==> src/rtl/ppu_pkg.sv <==
// Shared PPU-side definitions: DMA state encoding and register map.
// Constants used by the OAM DMA sequencer and its neighbours.
package ppu_pkg;

    typedef enum logic [2:0] {
        DMA_IDLE,
        DMA_HALT,
        DMA_ALIGN,
        DMA_READ,
        DMA_WRITE
    } dma_state_t;

    localparam logic [15:0] OAMDMA_ADDR  = 16'h4014;
    localparam logic [15:0] OAMDATA_ADDR = 16'h2004;
    localparam int          OAM_BYTES    = 256;

endpackage

==> src/rtl/oam_dma.sv <==
// OAM DMA sequencer: a CPU write to $4014 stalls the CPU and copies one
// 256-byte page into OAM through repeated writes to $2004.
// Ports:
//   clk, reset      : CPU clock, synchronous active-high reset
//   bus_addr/din/wr : CPU bus, watched for the trigger write
//   bus_rdata       : RAM data for the address driven last cycle
//   odd_or_even     : 1 on odd CPU cycles
//   dma_hijack/busy : bus mux select / status (CPU stalled)
//   dma_addr/wr/dout: DMA-side bus drive
module oam_dma
    import ppu_pkg::*;
#(
    parameter logic [15:0] DMA_REG_ADDR  = OAMDMA_ADDR,
    parameter logic [15:0] OAM_DATA_ADDR = OAMDATA_ADDR
) (
    input  logic        clk,
    input  logic        reset,
    input  logic [15:0] bus_addr,
    input  logic [7:0]  bus_din,
    input  logic        bus_wr,
    input  logic [7:0]  bus_rdata,
    input  logic        odd_or_even,
    output logic        dma_hijack,
    output logic [15:0] dma_addr,
    output logic        dma_wr,
    output logic [7:0]  dma_dout,
    output logic        busy
);

    localparam logic [7:0] LAST_IDX = 8'(OAM_BYTES - 1);

    dma_state_t state;
    logic [7:0] page;
    logic [7:0] idx;
    logic       trigger;

    assign trigger = bus_wr && (bus_addr == DMA_REG_ADDR);

    // Outputs are registered together with the state they belong to,
    // so each branch loads the values of the state being entered.
    always_ff @(posedge clk) begin
        if (reset) begin
            state      <= DMA_IDLE;
            page       <= 8'h00;
            idx        <= 8'h00;
            dma_hijack <= 1'b0;
            dma_addr   <= 16'h0000;
            dma_wr     <= 1'b0;
        end else begin
            unique case (state)
                DMA_IDLE: begin
                    if (trigger) begin
                        state      <= DMA_HALT;
                        page       <= bus_din;
                        idx        <= 8'h00;
                        dma_hijack <= 1'b1;
                        dma_addr   <= {bus_din, 8'h00};
                        dma_wr     <= 1'b0;
                    end
                end
                DMA_HALT: begin
                    // idx is still zero here, so both paths drive {page,00}
                    dma_addr <= {page, idx};
                    if (odd_or_even) begin
                        state <= DMA_ALIGN;
                    end else begin
                        state <= DMA_READ;
                    end
                end
                DMA_ALIGN: begin
                    state    <= DMA_READ;
                    dma_addr <= {page, idx};
                end
                DMA_READ: begin
                    state    <= DMA_WRITE;
                    dma_addr <= OAM_DATA_ADDR;
                    dma_wr   <= 1'b1;
                end
                DMA_WRITE: begin
                    dma_wr <= 1'b0;
                    if (idx == LAST_IDX) begin
                        // idx stays at $FF: no wrap into a $xx00 access
                        state      <= DMA_IDLE;
                        dma_hijack <= 1'b0;
                        dma_addr   <= 16'h0000;
                    end else begin
                        state    <= DMA_READ;
                        idx      <= idx + 8'h01;
                        dma_addr <= {page, idx + 8'h01};
                    end
                end
                default: begin
                    state      <= DMA_IDLE;
                    dma_hijack <= 1'b0;
                    dma_addr   <= 16'h0000;
                    dma_wr     <= 1'b0;
                end
            endcase
        end
    end

    // RAM answers one cycle after the READ address, i.e. during WRITE.
    always_comb begin
        dma_dout = 8'h00;
        if (dma_wr) begin
            dma_dout = bus_rdata;
        end
    end

    assign busy = dma_hijack;

endmodule

==> config.mk <==
export PLATFORM = sky130hd
export DESIGN_NAME = oam_dma
export DESIGN_NICKNAME = d
export VERILOG_FILES = /design/src/rtl/ppu_pkg.sv /design/src/rtl/oam_dma.sv
export SDC_FILE = /design/constraint.sdc
export NUM_CORES = 1
export LEC_CHECK = 0
export CORE_AREA = 2 2 50 99
export CTS_CLUSTER_DIAMETER = 120
export DETAILED_ROUTE_END_ITERATION = 7
export DIE_AREA = 0 0 52 101
export DONT_BUFFER_PORTS = 1
export PLACE_DENSITY = 0.62
export RECOVER_POWER = 50
export SLEW_MARGIN = 20
export SYNTH_ARGS = -nofsm -noshare
export SYNTH_HDL_FRONTEND = slang
export SYNTH_SLANG_ARGS = --single-unit
==> constraint.sdc <==
create_clock -name clk -period 2.2 [get_ports clk]
set_input_delay 0.22 -clock clk [delete_from_list [all_inputs] [get_ports clk]]
set_output_delay 0.22 -clock clk [all_outputs]
set_load 0.03 [all_outputs]
== After elaboration in Yosys (flattened, before gate mapping) ==
Cells that the tools add are included.
Operators by class
  add/sub/neg operators: 1
  equal/unequal tests: 9
  mux-type cells: 16
  bitwise operators: 2
  reduce and logical (&&, ||, !) cells: 9
Operator list (count)
  $pmux 16 s4: 1
  $mux 16: 2
  $mux 8: 3
  $eq 16x15->1 const B: 1
  $pmux 8 s2: 1
  $pmux 3 s5: 1
  $add 8x1->8 const B: 1
  $eq 8x8->1 const B: 1
  $eq 3x2->1 const B: 2
  $ne 2x2->1 const B: 3
  $pmux 1 s3: 2
  $reduce_and 3->1: 2
  $mux 1: 4
  $reduce_and 2->1: 2
  $eq 3x1->1 const B: 1
  $eq 3x3->1 const B: 1
  $logic_not 3->1: 1
  $mux 3: 1
  $reduce_or 3->1: 1
  $mux 2: 1
  $not 1->1: 2
  $reduce_bool 2->1: 1
  $reduce_or 2->1: 1
  $logic_and 1x1->1: 1
Storage, ports and cells
  bits in registers: 37
  bits of input ports: 36
  output and inout port bits: 27
  logic and storage cells: 43

== Logic depth before layout (Yosys ltp) ==
  depth after elaboration: 4
  mapped depth: 7
  mapped depth without buffers: 6

== Worst setup path before layout ==
OpenSTA, ideal clock, no wires.
  path type: input to register
  start point: input bus_addr[1]
  end point: register idx[2]
  library setup time: 0.128 ns
  arrival: 1.611 ns
  data required time: 2.072 ns
  setup slack: 0.462 ns
  stages: 6
  path buffers: 1
  path through: or4b_4 -> nor4_4 -> nand3_4 -> buf_6 -> a31oi_1 -> nor2_1
On the way
  word-level cells in the longest chain between the ends: 4
RTL lines
  from (decl): line oam_dma.sv:18  | input logic [15:0] bus_addr,
  $eq 16x15->1: line oam_dma.sv:37  | assign trigger = bus_wr && (bus_addr == DMA_REG_ADDR);
  $logic_and 1x1->1: line oam_dma.sv:37
  $ne 2x2->1 (no line)
  $reduce_and 3->1 (no line)
  to (signal assigned): line oam_dma.sv:88  | idx <= idx + 8'h01;
  to (decl): line oam_dma.sv:34  | logic [7:0] idx;
No other way between the ends.
A chain may end at the register's enable or synchronous reset.

== Worst setup path in the final report ==
  start point: register state[1]
  end point: register idx[2]
On the way
  word-level cells in the longest chain between the ends: 3
  elaborated cells between the ends (all ways): 7
  those cells by class: 3 x eq/ne; 1 x mux; 3 x reduce/logical
RTL lines
  from (decl): line oam_dma.sv:32  | dma_state_t state;
  from (signal assigned): line oam_dma.sv:43  | state <= DMA_IDLE;
  from (signal assigned): line oam_dma.sv:53  | state <= DMA_HALT;
  from (signal assigned): line oam_dma.sv:65  | state <= DMA_ALIGN;
  $eq 3x3->1 / $logic_not 3->1 (equally long branches): line oam_dma.sv:50  | unique case (state)
  $ne 2x2->1 (no line) / $reduce_bool 2->1 (equally long branches)
  $reduce_and 3->1 (no line)
Several ways; a longest one is shown, not always the timed one.

==> results.md <==
- DR pass1 iterations: 4
- Critical Path Source: state[1]
- Syn avg cell area: roughly 10 sq um
- Cells after Synth: 191
- Nature of the critical path endpoint: flop
- Starting density of the core: ~41%
- Hold Path Class: primary input to flop
- Clock sink total: 37
- Placed insts: between 200 and 250
- Period utilisation layout: a little over four fifths
- Total Routing Usage GR: around 18%
- TritonCTS buffer count: 5
- Flops & latches, synth: 37
- # resized after CTS: 0
- Drc violations: 0
- Multi-input logic area: around 1000 sq um
- Worst VDD drop: 0.400 mV
- Root buffer cell: clkbuf_8
- Count of unique library cells instantiated by Yosys: 46
- Slew Limit Fails: 0
- CTS Buffer Depth: 2
- Core area: 4510 sq um
- Clock transition at path regs: 0.07 ns
- Lkg Pwr: around 0.74 nW
- Rel. slew slack: between 50% and 60%
- GRT overflow: 0
- Drt initial violations: 43
- Final HPWL DP: between 3 and 4 mm
- Commonest cells after routing, fill and taps aside: dfxtp_1 (37), nor2_1 (24), a21oi_1 (15)
- Crit Path Class: flop to flop
- Worst Path Arrival: ~2 ns
- FILL cells: about 440
- Worst hold path startpoint: bus_din[2]
- Final Skew: ~0.0075 ns
- Worst r2r src: state[1]
- Largest net degree at the start of global routing: 19
- Max cap viols: 0
- DR WL/cell: between 15 and 20 um
- Highest clock rate: 539 MHz
- Clk_lat worst skew: 0.29 ns
- Pwr/cell area: slightly below 600 nW/um^2
- Final ANT Viol Nets: 0
- DIE AREA: around 5300 sq um
- Via count: ~1500
- First-pass GRT wire length: approximately 7 mm
- IO Count: 63
- Endpoints failing setup: 0
- Min cycle time layout: 1.85 ns
- Final cell count without fillers: approximately 250
- H-tree levels: 2
- Ratio of cells with drive above 1 in the final layout: between 10% and 20%
- CTS tree: built
- Die width: 52 um
- DR vias/cell: ~5.8
- Placer Congestion: around 0.89
- Run status: complete, no violations
- Ant. Diodes: 0
- Final WL: about 4.3 mm
- Storage cell area: 741 sq um
- Post-Syn Nets: 228
- RSZ-0062 raised after global routing: false
- Die height: 101 um
- Area of the mapped netlist: between 1500 and 2000 sq um
- Critical Path RT: 2.35 ns
- Nets: 235
- Ys Warns: 0
- Crit path max fanout: 9
- Final Hold Vio Count: 0
- Tightest Pin Transition: approximately 0.73 ns
- Startpoint types: flop
- Setup bufs post-CTS: 0
- Row Count: 35
- Vias in the first global route: approximately 1500
- Most common cell after layout, fill and taps aside: dfxtp_1
- Area growth syn-to-layout: 6.98%
- Register area share after synthesis: 39.7%
- Initial antenna violation count: 0
- Port bufs: 0
- Setup tns final: 0 ns
-- stage by stage --
stage / util [%] / worst slack [ns] / hold WS, ns / area (sq um) / power, mW
finish: 44.2 / 0.346 / 0.0711 / 1990 / 1.16
global route: 44.2 / 0.183 / 0.0803 / 1990 / 1.20
CTS: 44.6 / 0.342 / 0.0728 / 2010 / 1.17
detailed placement: 42.6 / 0.315 / 0.294 / 1920 / 0.707
global placement: 42.6 / 0.336 / 0.292 / 1920 / 0.707
floorplan: - / 0.462 / 0.364 / 1860 / 0.709
-- registers in the layout (all words and copies together), names as in the netlist --
register / flops
busy: 1
dma_addr: 16
dma_wr: 1
idx: 8
page: 8
state: 3
-- cell type report --
class,count,area share (%)
Multi-Input combinational cell,143,51.6
Clock inverter,2,0.502
Tap cell,55,3.45
Inverter,2,0.376
Timing Repair Buffer,9,3.32
Sequential cell,37,37.1
Clock buffer,6,3.64
-- power by group --
part / switching, mW / total, mW / leakage [nW] / internal (mW)
Clock: 0.244 / 0.464 / 0.0450 / 0.220
Sequential: 0.00000819 / 0.669 / 0.298 / 0.669
Combinational: 0.0172 / 0.0291 / 0.400 / 0.0119
Total: 0.261 / 1.16 / 0.743 / 0.901
-- critical path: stages, from the launching register on --
cell and delay, ns:
dfxtp_1 0.41, or2_4 0.30, nor2_1 0.13, nand3_1 0.34, buf_4 0.29, a31oi_1 0.19
nor2_1 0.06
-- layer usage --
layer | part of all wire (%) | global-route usage, % | wire, um
met1 | 41 | 21.0 | 1760
met4 | 1.3 | 6.68 | 57
met2 | 51 | 28.9 | 2200
met5 | 0 | 0 | 0
met3 | 7.3 | 5.79 | 314
-- cell usage after synthesis, drive strengths merged --
library cell | count | area [sq um]
ha | 1 | 12.5
or4 | 1 | 11.3
xnor2 | 4 | 35.0
a21o | 2 | 15.0
o21ba | 1 | 10.0
nor3b | 1 | 18.8
nand3b | 1 | 7.51
or3 | 3 | 18.8
inv | 2 | 7.51
nand3 | 6 | 42.5
or2 | 1 | 8.76
a31oi | 5 | 31.3
nor4 | 2 | 27.5
clkbuf | 3 | 21.3
a22oi | 10 | 75.1
buf | 6 | 51.3
nor3 | 3 | 20.0
and2 | 10 | 65.1
or4b | 1 | 13.8
o21ai | 9 | 60.1
a22o | 1 | 8.76
a21oi | 15 | 75.1
and3 | 3 | 20.0
nand2 | 10 | 37.5
o311ai | 1 | 8.76
or4bb | 1 | 11.3
mux2i | 9 | 90.1
dfxtp | 37 | 741
o31ai | 2 | 33.8
o21a | 1 | 7.51
nor2 | 24 | 92.6
nor2b | 1 | 6.26
o2bb2ai | 14 | 179
-- worst paths after layout --
check / slack (ns) / to / cells past startpoint
worst max-delay path: 0.35 / idx[2] / 6
worst min-delay path: 0.07 / page[2] / 2
worst max register to register: 0.35 / idx[2] / 6
worst min register to register: 0.48 / busy / 2
-- cells by family after synthesis --
family          share of synthesized area, %
xor+xnor                                1.88
compound gates                          27.0
flops                                   39.7
simple gates                            21.5
buf+inv                                 4.30
fa+ha+maj                              0.671
mux                                     4.83
-- timing repair --
item / 4_1_cts / 5_1_grt
hold endpoints to repair: 18 / 0
hold buffers: 1 / 0
setup endpoints to repair: 0 / 0
(Power assumes the default switching activity.)
